===== src/rtl/mips_pkg.sv =====
// Shared MIPS definitions: opcode field bounds, opcode constants,
// the fetch-queue entry payload and a HLT detector.
package mips_pkg;

    localparam int unsigned MIPS_ADDR_W = 10;
    localparam int unsigned OPC_MSB     = 31;
    localparam int unsigned OPC_LSB     = 26;

    localparam logic [5:0] OPC_ADD   = 6'b000000;
    localparam logic [5:0] OPC_SUB   = 6'b000001;
    localparam logic [5:0] OPC_AND   = 6'b000010;
    localparam logic [5:0] OPC_OR    = 6'b000011;
    localparam logic [5:0] OPC_SLT   = 6'b000100;
    localparam logic [5:0] OPC_MUL   = 6'b000101;
    localparam logic [5:0] OPC_LW    = 6'b001000;
    localparam logic [5:0] OPC_SW    = 6'b001001;
    localparam logic [5:0] OPC_ADDI  = 6'b001010;
    localparam logic [5:0] OPC_SUBI  = 6'b001011;
    localparam logic [5:0] OPC_SLTI  = 6'b001100;
    localparam logic [5:0] OPC_BNEQZ = 6'b001101;
    localparam logic [5:0] OPC_BEQZ  = 6'b001110;
    localparam logic [5:0] OPC_HLT   = 6'b111111;

    typedef struct packed {
        logic [31:0] ir;
        logic [31:0] npc;
    } fetch_entry_t;

    function automatic logic is_hlt(input logic [31:0] ir);
        return ir[OPC_MSB:OPC_LSB] == OPC_HLT;
    endfunction

endpackage


===== src/rtl/mips_fetch_fifo.sv =====
// Prefetch queue: shift-style FIFO whose entry 0 is the head register,
// with push, pop and single-cycle flush.
module mips_fetch_fifo
    import mips_pkg::*;
#(
    parameter int unsigned DEPTH = 4
) (
    input  logic                    clk1,
    input  logic                    rst,
    input  logic                    i_push,
    input  logic                    i_pop,
    input  logic                    i_flush,
    input  logic [31:0]             i_ir,
    input  logic [31:0]             i_npc,
    output logic [31:0]             o_ir,
    output logic [31:0]             o_npc,
    output logic [$clog2(DEPTH):0]  o_count
);

    localparam int unsigned AW = $clog2(DEPTH);
    localparam int unsigned CW = AW + 1;

    fetch_entry_t    r_mem [DEPTH];
    logic [CW-1:0]   r_count;
    logic [AW-1:0]   w_wr_idx;

    // A simultaneous pop shifts everything down, so the free slot moves down by one.
    assign w_wr_idx = i_pop ? AW'(r_count - CW'(1)) : AW'(r_count);

    always_ff @(posedge clk1) begin
        if (rst) begin
            for (int i = 0; i < DEPTH; i++) begin
                r_mem[i] <= '0;
            end
            r_count <= '0;
        end else if (i_flush) begin
            r_count <= '0;
        end else begin
            if (i_pop) begin
                for (int i = 0; i < DEPTH - 1; i++) begin
                    r_mem[i] <= r_mem[i+1];
                end
            end
            if (i_push) begin
                r_mem[w_wr_idx] <= '{ir: i_ir, npc: i_npc};
            end
            r_count <= r_count + CW'(i_push) - CW'(i_pop);
        end
    end

    assign o_ir    = r_mem[0].ir;
    assign o_npc   = r_mem[0].npc;
    assign o_count = r_count;

endmodule


===== src/rtl/mips_fetch_queue.sv =====
// MIPS instruction-fetch front end: PC, memory issue, prefetch queue, redirect/HLT/halt.
// Optional MIPS_FETCH_STATS_EN adds stat_fetched / stat_flushed counters.
module mips_fetch_queue
    import mips_pkg::*;
#(
    parameter int unsigned DEPTH    = 4,
    parameter int unsigned ADDR_W   = MIPS_ADDR_W,
    parameter int unsigned RESET_PC = 0
) (
    input  logic              clk1,
    input  logic              rst,
    output logic              imem_req,
    output logic [ADDR_W-1:0] imem_addr,
    input  logic [31:0]       imem_rdata,
    input  logic              br_taken,
    input  logic [ADDR_W-1:0] br_target,
    input  logic              halt_in,
    output logic              id_valid,
    input  logic              id_ready,
    output logic [31:0]       id_ir,
    output logic [31:0]       id_npc
`ifdef MIPS_FETCH_STATS_EN
    ,
    output logic [31:0]       stat_fetched,
    output logic [31:0]       stat_flushed
`endif
);

    localparam int unsigned CW = $clog2(DEPTH) + 1;

    logic [ADDR_W-1:0] r_pc;
    logic [ADDR_W-1:0] r_iss_addr;
    logic              r_inflight;
    logic              r_stop;
    logic              r_halted;

    logic [CW-1:0]     w_count;
    logic              w_req;
    logic              w_br;
    logic              w_push;
    logic              w_pop;
    logic [31:0]       w_npc_in;

    // Issue only while queue plus outstanding response still fits.
    assign w_br     = br_taken && !r_halted;
    assign w_req    = !rst && !r_halted && !r_stop && !br_taken
                      && ((w_count + CW'(r_inflight)) < CW'(DEPTH));
    assign w_push   = r_inflight && !r_stop && !w_br && !r_halted;
    assign id_valid = (w_count != '0) && !r_halted;
    assign w_pop    = id_valid && id_ready && !w_br;
    assign w_npc_in = 32'(r_iss_addr) + 32'd1;

    assign imem_req  = w_req;
    assign imem_addr = r_pc;

    mips_fetch_fifo #(
        .DEPTH (DEPTH)
    ) u_fifo (
        .clk1    (clk1),
        .rst     (rst),
        .i_push  (w_push),
        .i_pop   (w_pop),
        .i_flush (w_br),
        .i_ir    (imem_rdata),
        .i_npc   (w_npc_in),
        .o_ir    (id_ir),
        .o_npc   (id_npc),
        .o_count (w_count)
    );

    always_ff @(posedge clk1) begin
        if (rst) begin
            r_pc       <= ADDR_W'(RESET_PC);
            r_iss_addr <= '0;
            r_inflight <= 1'b0;
            r_stop     <= 1'b0;
            r_halted   <= 1'b0;
        end else begin
            if (halt_in) begin
                r_halted <= 1'b1;
            end
            r_inflight <= w_req;
            if (w_req) begin
                r_iss_addr <= r_pc;
                r_pc       <= r_pc + ADDR_W'(1);
            end
            // Redirect never coincides with an issue, so it owns the PC this cycle.
            if (w_br) begin
                r_pc   <= br_target;
                r_stop <= 1'b0;
            end else if (w_push && is_hlt(imem_rdata)) begin
                r_stop <= 1'b1;
            end
        end
    end

`ifdef MIPS_FETCH_STATS_EN
    logic [31:0] r_stat_fetched;
    logic [31:0] r_stat_flushed;

    always_ff @(posedge clk1) begin
        if (rst) begin
            r_stat_fetched <= '0;
            r_stat_flushed <= '0;
        end else begin
            if (w_push) begin
                r_stat_fetched <= r_stat_fetched + 32'd1;
            end
            if (w_br) begin
                r_stat_flushed <= r_stat_flushed + 32'(w_count) + 32'(r_inflight);
            end
        end
    end

    assign stat_fetched = r_stat_fetched;
    assign stat_flushed = r_stat_flushed;
`endif

endmodule


===== config.mk =====
export PLATFORM = sky130hd
export DESIGN_NAME = mips_fetch_queue
export DESIGN_NICKNAME = d
export VERILOG_FILES = /design/src/rtl/mips_pkg.sv /design/src/rtl/mips_fetch_fifo.sv /design/src/rtl/mips_fetch_queue.sv
export SDC_FILE = /design/constraint.sdc
export NUM_CORES = 1
export LEC_CHECK = 0
export ABC_AREA = 0
export CORE_ASPECT_RATIO = 1.2
export CORE_MARGIN = 2
export CORE_UTILIZATION = 35
export DETAILED_ROUTE_END_ITERATION = 12
export SYNTH_ARGS = -nofsm -noshare
export SYNTH_HDL_FRONTEND = slang
export SYNTH_SLANG_ARGS = --single-unit

===== constraint.sdc =====
create_clock -name clk1 -period 2.8 [get_ports clk1]
set_clock_uncertainty 0.05 [all_clocks]
set_input_delay 0.56 -clock clk1 [delete_from_list [all_inputs] [get_ports clk1]]
set_output_delay 0.56 -clock clk1 [all_outputs]
set_load 0.05 [all_outputs]

Word level (Yosys, flattened, before mapping)
Memories as Yosys holds them, arrays and structs flattened.
Index checks and enable logic that the tools add are counted.
{ "classes": {"mux": 19, "n_lt_le_gt_ge": 1, "n_eq_ne": 1, "n_reduce_logical": 21, "addsub": 6, "bitwise_logic": 3} }
{ "op_table": {"columns": ["cell", "n"], "rows": [
  ["64-bit two-way mux", 4],
  ["64-bit OR reduction", 1],
  ["10-bit two-way mux", 2],
  ["1-bit logical AND", 12],
  ["10-bit by 1-bit adder with 11-bit output (second input constant)", 1],
  ["1-bit two-way mux", 11],
  ["10-bit by 1-bit adder with 10-bit output (second input constant)", 1],
  ["3-bit by 1-bit adder with 3-bit output", 2],
  ["6-bit == test (second input constant)", 1],
  ["1-bit zero test", 5],
  ["2-bit two-way mux", 2],
  ["3-bit < comparator (second input constant)", 1],
  ["1-bit OR", 3],
  ["3-bit nonzero test", 1],
  ["3-bit by 1-bit subtractor with 3-bit output", 1],
  ["2-bit nonzero test", 1],
  ["2-bit OR reduction", 1],
  ["2-bit by 1-bit subtractor with 2-bit output (second input constant)", 1]
]} }
{ "totals": {"mem_bits_rw": 256, "ff_bits": 26, "word_cells": 58, "mem_count": 1, "in_bits": 47} }
{ "mem_list": {"columns": ["memory", "depth", "width", "rd", "rd_ports_with_merged_regs", "wr", "line", "rtl"], "rows": [
  ["u_fifo.r_mem", 4, 64, 4, 0, 4, "mips_fetch_fifo.sv:23", "fetch_entry_t r_mem [DEPTH];"]
]} }

Logic depth before layout (Yosys ltp)
Gate-level depths: netlist of the first run.
{ "logic_depth": {"word_depth": 11, "mapped_depth": 13, "mapped_depth_nobuf": 12} }

By module
A second synthesis of the first run with hierarchy kept.
{ "hier_totals": {"hier_cells": 1016, "hier_area_um2": 12779.8} }
{ "by_module_without_submodules": {"columns": ["mod", "seq_area_each_um2", "cells_per_inst", "n_inst", "area_each_um2"], "rows": [
  ["mips_fetch_fifo", 7747.4, 861, 1, 11582.4],
  ["mips_fetch_queue", 460.4, 155, 1, 1197.4]
]} }

Least setup slack after synthesis of the first run
OpenSTA, ideal clock, no wires.
{ "synth_timing": {"kind": "input to register", "startpoint": "input id_ready", "endpoint": "memory u_fifo.r_mem[0][0] (netlist bit), enable pin", "path_buffers": 3, "cell_stages": 7, "required_ps": 2349, "setup_slack_ps": -171, "setup_ps": 401, "arrival_time_ps": 2520, "cell_sequence": "clkbuf_1 inv_1 nor4_1 o21ai_1 buf_6 buf_8 nand2_1"} }
{ "synth_rtl": {"columns": ["element", "line", "rtl"], "rows": [
  ["start, declared", "mips_fetch_queue.sv:19", "input logic id_ready,"],
  ["end, declared", "mips_fetch_fifo.sv:23", null]
]} }

Worst setup path after layout of the first run
{ "layout_timing": {"startpoint": "input br_taken", "endpoint": "output imem_req"} }
{ "layout_via": {"elab_chain_cells": 3} }
{ "layout_lines": {"columns": ["element", "line", "rtl"], "rows": [
  ["start, declared", "mips_fetch_queue.sv:15", "input logic br_taken,"],
  ["1-bit zero test", "mips_fetch_queue.sv:46", "assign w_req = !rst && !r_halted && !r_stop && !br_taken"],
  ["1-bit logical AND", "mips_fetch_queue.sv:46", null],
  ["1-bit logical AND", "mips_fetch_queue.sv:47", "&& ((w_count + CW'(r_inflight)) < CW'(DEPTH));"],
  ["end, declared", "mips_fetch_queue.sv:12", "output logic imem_req,"]
]} }
Every way passes these cells.

==> results of run 1 <==
## state kept, by name, summed over array words and instances, names as in the netlist
register / flops
u_fifo.r_mem: 172
imem_addr: 10
r_iss_addr: 10
u_fifo.o_count: 3
r_halted: 1
r_inflight: 1
r_stop: 1
## cells in the mapped netlist (6+ instances only)
cell type	count	area [um2]
nand2b_1	6	37.5
dfxtp_1	26	521
xor2_1	9	78.8
clkbuf_1	11	41.3
mux2i_1	139	1390
a311oi_1	9	78.8
edfxtp_1	172	5160
buf_2	13	65.1
buf_4	24	180
nor2_1	74	278
nand2_1	142	533
buf_12	9	180
inv_1	38	143
## worst max-delay path by stage
stage / startpoint / endpoint / slack [ps]
3_3_place_gp: br_taken / u_fifo.r_mem[0][36] / 20
6_report: br_taken / imem_req / 150
3_5_place_dp: br_taken / u_fifo.r_mem[0][36] / -30
4_1_cts: rst / imem_req / 170
5_1_grt: u_fifo.o_count[1] / u_fifo.o_count[2] / 50
2_1_floorplan: id_ready / u_fifo.r_mem[0][0] / 250
## cells in the final DEF, fill, tap and decap left out, drive strengths merged, types with 2 or more instances in the layout
master / n
edfxtp: 172
nand2: 142
mux2i: 139
clkdlybuf4s50: 99
nor2: 74
inv: 43
buf: 31
dfxtp: 26
clkbuf: 23
conb: 21
a311oi: 9
xor2: 9
nor4: 7
o21ai: 7
nand2b: 6
and4: 5
xnor2: 5
nand4: 5
nor3: 5
clkinv: 5
and3: 4
nand3: 4
a211oi: 4
ha: 4
a31oi: 2
nor2b: 2
o31ai: 2
or4: 2
or3: 2
o211ai: 2
## layer usage
metal	up-vias	track usage (%)
met4	0	4.11
met3	18	2.50
met1	2752	15.9
met5	-	0
li1	2802	-
met2	130	23.9
## worst max-delay path, stage by stage
cell and delay, ps:
clkdlybuf4s50_1 520, nor4_4 330, o21ai_2 230, inv_2 230, buf_12 170
## cells by family (layout without fill, tap and decap cells)
family,Yosys count,after routing
simple gates,261,261
other cells,1,21
mux,139,139
flops,198,198
buf+inv,105,201
fa+ha+maj,5,5
compound gates,28,28
xor+xnor,14,14
## power by group through the flow
stage / registers [mW] / logic, mW / clock network, mW
after floorplan: 3.58 / 0.264 / 0
after global placement: 3.44 / 0.619 / 0
after detailed placement: 3.44 / 0.622 / 0
after CTS: 3.38 / 0.625 / 2.45
after global routing: 3.39 / 0.655 / 2.54
final: 3.37 / 0.617 / 2.39
## cell type report
type,count,area share [%]
inverter,39,1.30
tap,335,3.71
timing repair buffer,130,12.4
sequential,198,50.3
multi-input combinational,468,27.2
clock inverter,9,0.587
clock buffer,23,4.53
## per-stage QoR
stage | power (mW) | hold slack, ps | instance area (um2)
after floorplan | 3.84 | 445 | 9430
after global placement | 4.06 | 477 | 10700
after detailed placement | 4.06 | 481 | 10700
after CTS | 6.45 | 496 | 11300
after global routing | 6.59 | 517 | 11300
final | 6.38 | 490 | 11300
==> reports/qor.yml, run 1 <==
detailed_routing:
  wirelength_mm: 18.3
  met2_length_mm: 9.34
  wl_per_cell_um: 15.2
  drt_iter0_drc: 368
  wl_met1_mm: 8.11
  ant_nets: 0
  vias_per_cell: 4.74
  wl_met3_um: 668
  route.detailed.drc: 0
  top_layer_used: "met4"
  dr.pass1.iters: 5
  vias: 5702
cells_and_area:
  area_growth_pct: 20.9
  final_cell_count_no_fill: 1202
  multi_input_area_um2: 3070
  nets: 906
  post_route_cells_drive_above_1_share_pct: 8.30
  n_antenna_cell: 0
  num-fill-cells: 2459
  final_util_pct: 43.0
  seq_area_um2: 5690
hold_path:
  min-delay-start: "r_stop"
  hold_end: "r_stop"
  holdPathStages: 2
  min_path_type: "reg -> reg"
yosys:
  synth_top_family_by_area: "multiplexers"
  synth-simple-area-share_pct: 12.2
  synth_compound_gate_area_share_pct: 2.22
  synth-xor-area-share_pct: 1.31
  netlist_area_um2: 9340
  synth_top_flop_cell: "edfxtp_1"
  avgSynthCellArea_um2: 12.4
  synthMuxAreaShare_pct: 14.9
  seq_area_frac_synth_pct: 60.9
  synth_edf_count: 172
  ys_types: 44
  synthArstFlopShare_pct: 0
  synth_cells: 751
  yosys_warnings: 0
  ys_ff_latch: 198
  synth_fa_ha_area_share_pct: 0.750
power_and_ir_drop:
  switching_share_pct: 24.3
  intPower_mw: 4.83
  power_density_nw_per_um2: 565
  p_switching_mw: 1.55
  p_leak_nw: 4.94
  comb_power_share_pct: 9.7
  pwr-share-clk_pct: 37.4
  seqPwrFrac_pct: 52.9
  ir_drop_mv: 0.385
critical_path:
  start_kind: "input pin"
  path_max_fanout: 12
  r2r-end: "u_fifo.o_count[2]"
  end_kind: "primary output"
  r2r_start: "u_fifo.o_count[1]"
  path_class: "in -> out"
  ff2ff_path_depth: 12
  r2r_slack_ps: 290
  cp_data_required_time_ps: 2190
  cp.arrival_ps: 2040
placement:
  dp_hpwl_mm: 11.7
  dp.cells: 1170
  place.gp.congestion: 0.748
  place_ws_ps: -34.1
  io_buffers: 101
clock_tree:
  cts.path.max_buffers: 2
  cts-root-buf: "clkbuf_16"
  cts.htree.levels: 4
  postCtsSetupRepairBufs: 0
  clk_pin_slew_ps: 70
  clock-sinks: 198
  ctsResizeCount: 0
  cts_made_buffers: 17
  insertion_delay_ps: 430
  cts_hold_buf: 0
  cts_tree: "yes"
grt:
  antenna_found_initial: 0
  grt-ovfl-total: 0
  grt_max_degree: 44
  grt_pass1_wl_mm: 29.5
  grt_use_total_pct: 13.2
  grt_pass1_vias: 5767
floorplan:
  initial_core_util_pct: 35.6
  die_area_um2: 28000
  die_x_um: 153
  ios: 123
  chipHeight_um: 183
  rows: 65
  core-area_um2: 26300
timing:
  tightest_slew_ps: 686
  timing.final.crit_share_pct: 94.7
  finalSetupTns_ps: 0
  finalSetupViolations: 0
  drv_slew: 0
  fin_crit_ps: 2650
  max_freq_mhz: 377
  worst_slack_ps: 147
  rsz0062_at_grt: "false"
  timing.final.hold_violations: 0
  slew_headroom_pct: 54.3
status:
  status: "finished clean"
flow_run:
  cap_violations: 0
No activity file was read; power rests on OpenSTA's default activity.
==> run 2: changes to the inputs <==
- clock period: 2.8 -> 2.55 ns (I/O delays scaled with it)
==> run 2 against run 1 <==
Effect of this change: die area unchanged; global-route usage up 0.23 points; final cell count rose by 0.83%; core utilization rose by 0.47 points; critical path depth did not move; first-iteration DRC count decreased by 18%; routed wire length up 0.73%; critical path type unchanged; sequential power grew 10%; worst setup slack better by 71 ps; via count rose by 0.96%; largest power group unchanged; worst hold slack improved by 2.6 ps; non-clock buffer count rose by 11.
==> reports/qor.yml, run 2 (synthesized netlist as in run 1, its figures left out) <==
status:
  status: "finished clean"
clock_tree:
  cts_made_buffers: 17
  ctsResizeCount: 0
  insertion_delay_ps: 430
  clock-sinks: 198
  cts_tree: "yes"
  cts.path.max_buffers: 2
  cts_hold_buf: 0
  cts.htree.levels: 4
  postCtsSetupRepairBufs: 0
  clk_pin_slew_ps: 70
  cts-root-buf: "clkbuf_16"
power_and_ir_drop:
  p_switching_mw: 1.71
  intPower_mw: 5.32
  switching_share_pct: 24.4
  power_density_nw_per_um2: 616
  p_leak_nw: 4.99
  comb_power_share_pct: 9.8
  ir_drop_mv: 0.397
  pwr-share-clk_pct: 37.5
  seqPwrFrac_pct: 52.7
detailed_routing:
  dr.pass1.iters: 4
  ant_nets: 0
  wirelength_mm: 18.4
  wl_per_cell_um: 15.2
  vias: 5757
  drt_iter0_drc: 300
  route.detailed.drc: 0
  vias_per_cell: 4.75
cells_and_area:
  final_cell_mix: "edfxtp_1, nand2_1, mux2i_1, clkdlybuf4s50_1, nor2_1"
  final_common_cell: "edfxtp_1"
  largest_register_ffs: 172
  n_antenna_cell: 0
  area_growth_pct: 22.2
  post_route_cells_drive_above_1_share_pct: 9.58
  final_util_pct: 43.5
  final_cell_count_no_fill: 1212
  nets: 917
  top_register: "u_fifo.r_mem"
placement:
  dp.cells: 1181
  place.gp.congestion: 0.766
  io_buffers: 101
  dp_hpwl_mm: 12.1
timing:
  drv_slew: 0
  timing.final.crit_share_pct: 91.4
  tightest_slew_ps: 653
  rsz0062_at_grt: "false"
  fin_crit_ps: 2330
  max_freq_mhz: 429
  slew_headroom_pct: 56.5
  finalSetupViolations: 0
  timing.final.hold_violations: 0
floorplan:
  chipHeight_um: 183
  ios: 123
  die_area_um2: 28000
  core-area_um2: 26300
  initial_core_util_pct: 35.6
  die_x_um: 153
  rows: 65
grt:
  grt_pass1_wl_mm: 30.0
  grt_pass1_vias: 5821
  grt_use_total_pct: 13.4
  grt-ovfl-total: 0
  grt_max_degree: 44
  antenna_found_initial: 0
critical_path:
  path_class: "in -> out"
  cp_slowest_stage_delay_ps: 580
  crit_chain: "clkdlybuf4s50_1 > nor4_4 > o21ai_2 > inv_2 > buf_12"
  path_max_fanout: 8
  cp.arrival_ps: 1770
  critPathBufInv: 3
  slowest_stage: "clkdlybuf4s50_1"
  r2r_slack_ps: 320
  start_kind: "input pin"
  cp_data_required_time_ps: 1990
  end_kind: "primary output"
  cp_top_family: "buffers and inverters"
hold_path:
  min_path_type: "reg -> reg"
flow_run:
  cap_violations: 0
run 2: worst reg2reg max path, delay by kind of cell (launching register included):
family	cells	cell delay (ps)
fa+ha+maj	3	740
simple gates	4	330
flops	1	420
xor+xnor	3	460
buf+inv	2	150
run 2: worst paths after layout:
kind,from,endpoint,cells past startpoint
worst min register to register,r_stop,r_stop,2
worst min-delay path,r_stop,r_stop,2
worst max-delay path,rst,imem_req,5
worst max register to register,u_fifo.o_count[0],u_fifo.o_count[2],12
run 2: power by group through the flow:
stage | clock network (mW) | logic (mW) | registers, mW
6_report | 2.64 | 0.691 | 3.71
5_1_grt | 2.79 | 0.732 | 3.72
4_1_cts | 2.69 | 0.699 | 3.71
3_5_place_dp | 0 | 0.697 | 3.78
3_3_place_gp | 0 | 0.693 | 3.78
2_1_floorplan | 0 | 0.290 | 3.93
run 2: stage by stage:
stage	hold WS, ps	area (um2)	setup TNS, ps	setup slack (ps)	total power, mW
finish	492	11400	0	218	7.03
global placement	477	10800	-26240	-151	4.47
CTS	496	11400	0	9.48	7.10
detailed placement	483	10800	-30290	-140	4.48
global route	537	11400	0	28.6	7.25
floorplan	445	9430	0	11.3	4.22
run 2: layout make-up:
class	count	area, um2
clock inverters	12	131
repair buffers	141	1530
inverters	39	146
multi-input cells	468	3070
well taps	335	419
flip-flops and latches	198	5690
clock buffers	19	433
fillers	2430	14900
run 2: layer usage:
metal  GRT usage (%)  up-vias  wire, um
met4            4.48        0       212
met3            2.62       17       739
met5               0        -         0
met1            16.5     2797      8090
li1                -     2810         -
met2            23.7      133      9380
==> run 3: changes to the inputs <==
- GPL_TIMING_DRIVEN: unset -> 0
==> run 3 against run 2 <==
Effect of this change: non-clock buffer count is 26 higher; first-iteration DRC count down 6.3%; maximum frequency shrank 4.0%; highest routed layer unchanged; total power up 0.43%; routed wire length increased by 6.9%; largest power group unchanged; die area unchanged; global-route usage rose by 0.38 points; flip-flop and latch count unchanged; sequential power hardly changed.
==> reports/qor.yml, run 3 (synthesized netlist as in run 1, its figures left out) <==
status:
  status: "finished clean"
clock_tree:
  clock-sinks: 198
  cts.path.max_buffers: 2
  clk_pin_slew_ps: 80
  cts.htree.levels: 4
  cts_tree: "yes"
  insertion_delay_ps: 440
  cts_made_buffers: 17
  cts_hold_buf: 0
  cts-root-buf: "clkbuf_16"
power_and_ir_drop:
  intPower_mw: 5.20
  p_leak_nw: 5.17
  p_switching_mw: 1.87
  ir_drop_mv: 0.420
  seqPwrFrac_pct: 52.4
  power_density_nw_per_um2: 608
  pwr-share-clk_pct: 37.5
  switching_share_pct: 26.4
  comb_power_share_pct: 10.2
cells_and_area:
  final_common_cell: "edfxtp_1"
  area_growth_pct: 24.3
  nets: 947
  post_route_cells_drive_above_1_share_pct: 12.3
  final_cell_mix: "edfxtp_1, nand2_1, mux2i_1, clkdlybuf4s50_1, nor2_1"
  final_util_pct: 44.2
  largest_register_ffs: 172
  top_register: "u_fifo.r_mem"
  n_antenna_cell: 0
floorplan:
  die_x_um: 153
  rows: 65
  die_area_um2: 28000
  ios: 123
  initial_core_util_pct: 35.6
  core-area_um2: 26300
  chipHeight_um: 183
grt:
  grt_pass1_wl_mm: 30.6
  met2_usage_pct: 24.6
  grtUsageMet1_pct: 17.0
  grt_use_total_pct: 13.8
  grtUsageMet3_pct: 2.24
  grt-busiest-layer: "met2"
  grt_pass1_vias: 5794
  grt-ovfl-total: 0
  antenna_found_initial: 0
  grt_max_degree: 44
critical_path:
  path_max_fanout: 10
  crit_chain: "clkdlybuf4s50_1 > nor4_4 > o21ai_2 > buf_4 > inv_4 > buf_6"
  end_kind: "primary output"
  cp_top_family: "buffers and inverters"
  start_kind: "input pin"
  cp_slowest_stage_delay_ps: 530
  cp.arrival_ps: 1870
  critPathBufInv: 4
  slowest_stage: "clkdlybuf4s50_1"
  r2r_slack_ps: 150
  cp_data_required_time_ps: 1990
  path_class: "in -> out"
timing:
  timing.final.hold_violations: 0
  rsz0062_at_grt: "false"
  timing.final.crit_share_pct: 95.3
  fin_crit_ps: 2430
  max_freq_mhz: 412
  finalSetupViolations: 0
  slew_headroom_pct: 40.0
  finalSetupTns_ps: 0
  tightest_slew_ps: 901
  worst_slack_ps: 120
  drv_slew: 0
detailed_routing:
  drt_iter0_drc: 281
  wl_per_cell_um: 15.8
  dr.pass1.iters: 4
  vias_per_cell: 4.71
  vias: 5849
  wirelength_mm: 19.7
  route.detailed.drc: 0
  ant_nets: 0
placement:
  place_ws_ps: -1230
  io_buffers: 100
  dp_hpwl_mm: 12.6
  place.gp.congestion: 0.780
hold_path:
  min_path_type: "reg -> reg"
flow_run:
  cap_violations: 0
==> run 3: worst paths after layout <==
kind	from	endpoint	cells after the start
worst max-delay path	rst	imem_req	6
worst min-delay path	r_iss_addr[5]	r_iss_addr[5]	2
worst max register to register	u_fifo.o_count[0]	u_fifo.r_mem[3][46]	8
worst min register to register	r_iss_addr[5]	r_iss_addr[5]	2
==> run 3: per-layer routing <==
| metal | part of all wire (%) | vias to the layer above |
|---|---|---|
| met5 | 0 | - |
| met2 | 50 | 123 |
| met1 | 45 | 2817 |
| met4 | 1.7 | 0 |
| li1 | - | 2886 |
| met3 | 3.2 | 23 |
==> run 3: repair_timing <==
action,in CTS,in global routing
endpoints found under the setup margin,214,201
gates cloned,0,4
buffers inserted,1,0
pin swaps,1,1
resized for setup,23,18
==> run 3: power by group through the flow <==
stage                     clock network, mW  logic [mW]  registers [mW]
after floorplan                           0       0.290            3.93
after global placement                    0       0.687            3.77
after detailed placement                  0       0.692            3.78
after CTS                              2.71       0.699            3.70
after global routing                   2.84       0.763            3.72
final                                  2.64       0.718            3.70
==> run 3: worst register-to-register path: stages, from the launching register on <==
cell and delay, ps:
dfxtp_1 330, buf_4 150, inv_1 70, ha_2 350
nor2_1 40, and4_1 220, o21ai_4 420, clkbuf_1 410
nor2_1 80
==> run 3: stage by stage <==
| step | cells | hold WS (ps) | cell area [um2] | total power, mW |
|---|---|---|---|---|
| 5_1_grt | 1243 | 527 | 11600 | 7.31 |
| 4_1_cts | 1239 | 508 | 11500 | 7.11 |
| 3_5_place_dp | 1206 | 491 | 10800 | 4.47 |
| 3_3_place_gp | 1206 | 472 | 10800 | 4.46 |
| 2_1_floorplan | 771 | 445 | 9430 | 4.22 |
| 6_report | 1243 | 498 | 11600 | 7.06 |
==> run 3: final cells by class <==
cell class | count | area (um2)
clock inverters | 15 | 155
plain buffers | 66 | 579
repair buffers | 101 | 1010
well taps | 335 | 419
multi-input cells | 472 | 3190
inverters | 39 | 149
clock buffers | 17 | 425
flip-flops and latches | 198 | 5690
fillers | 2440 | 14700
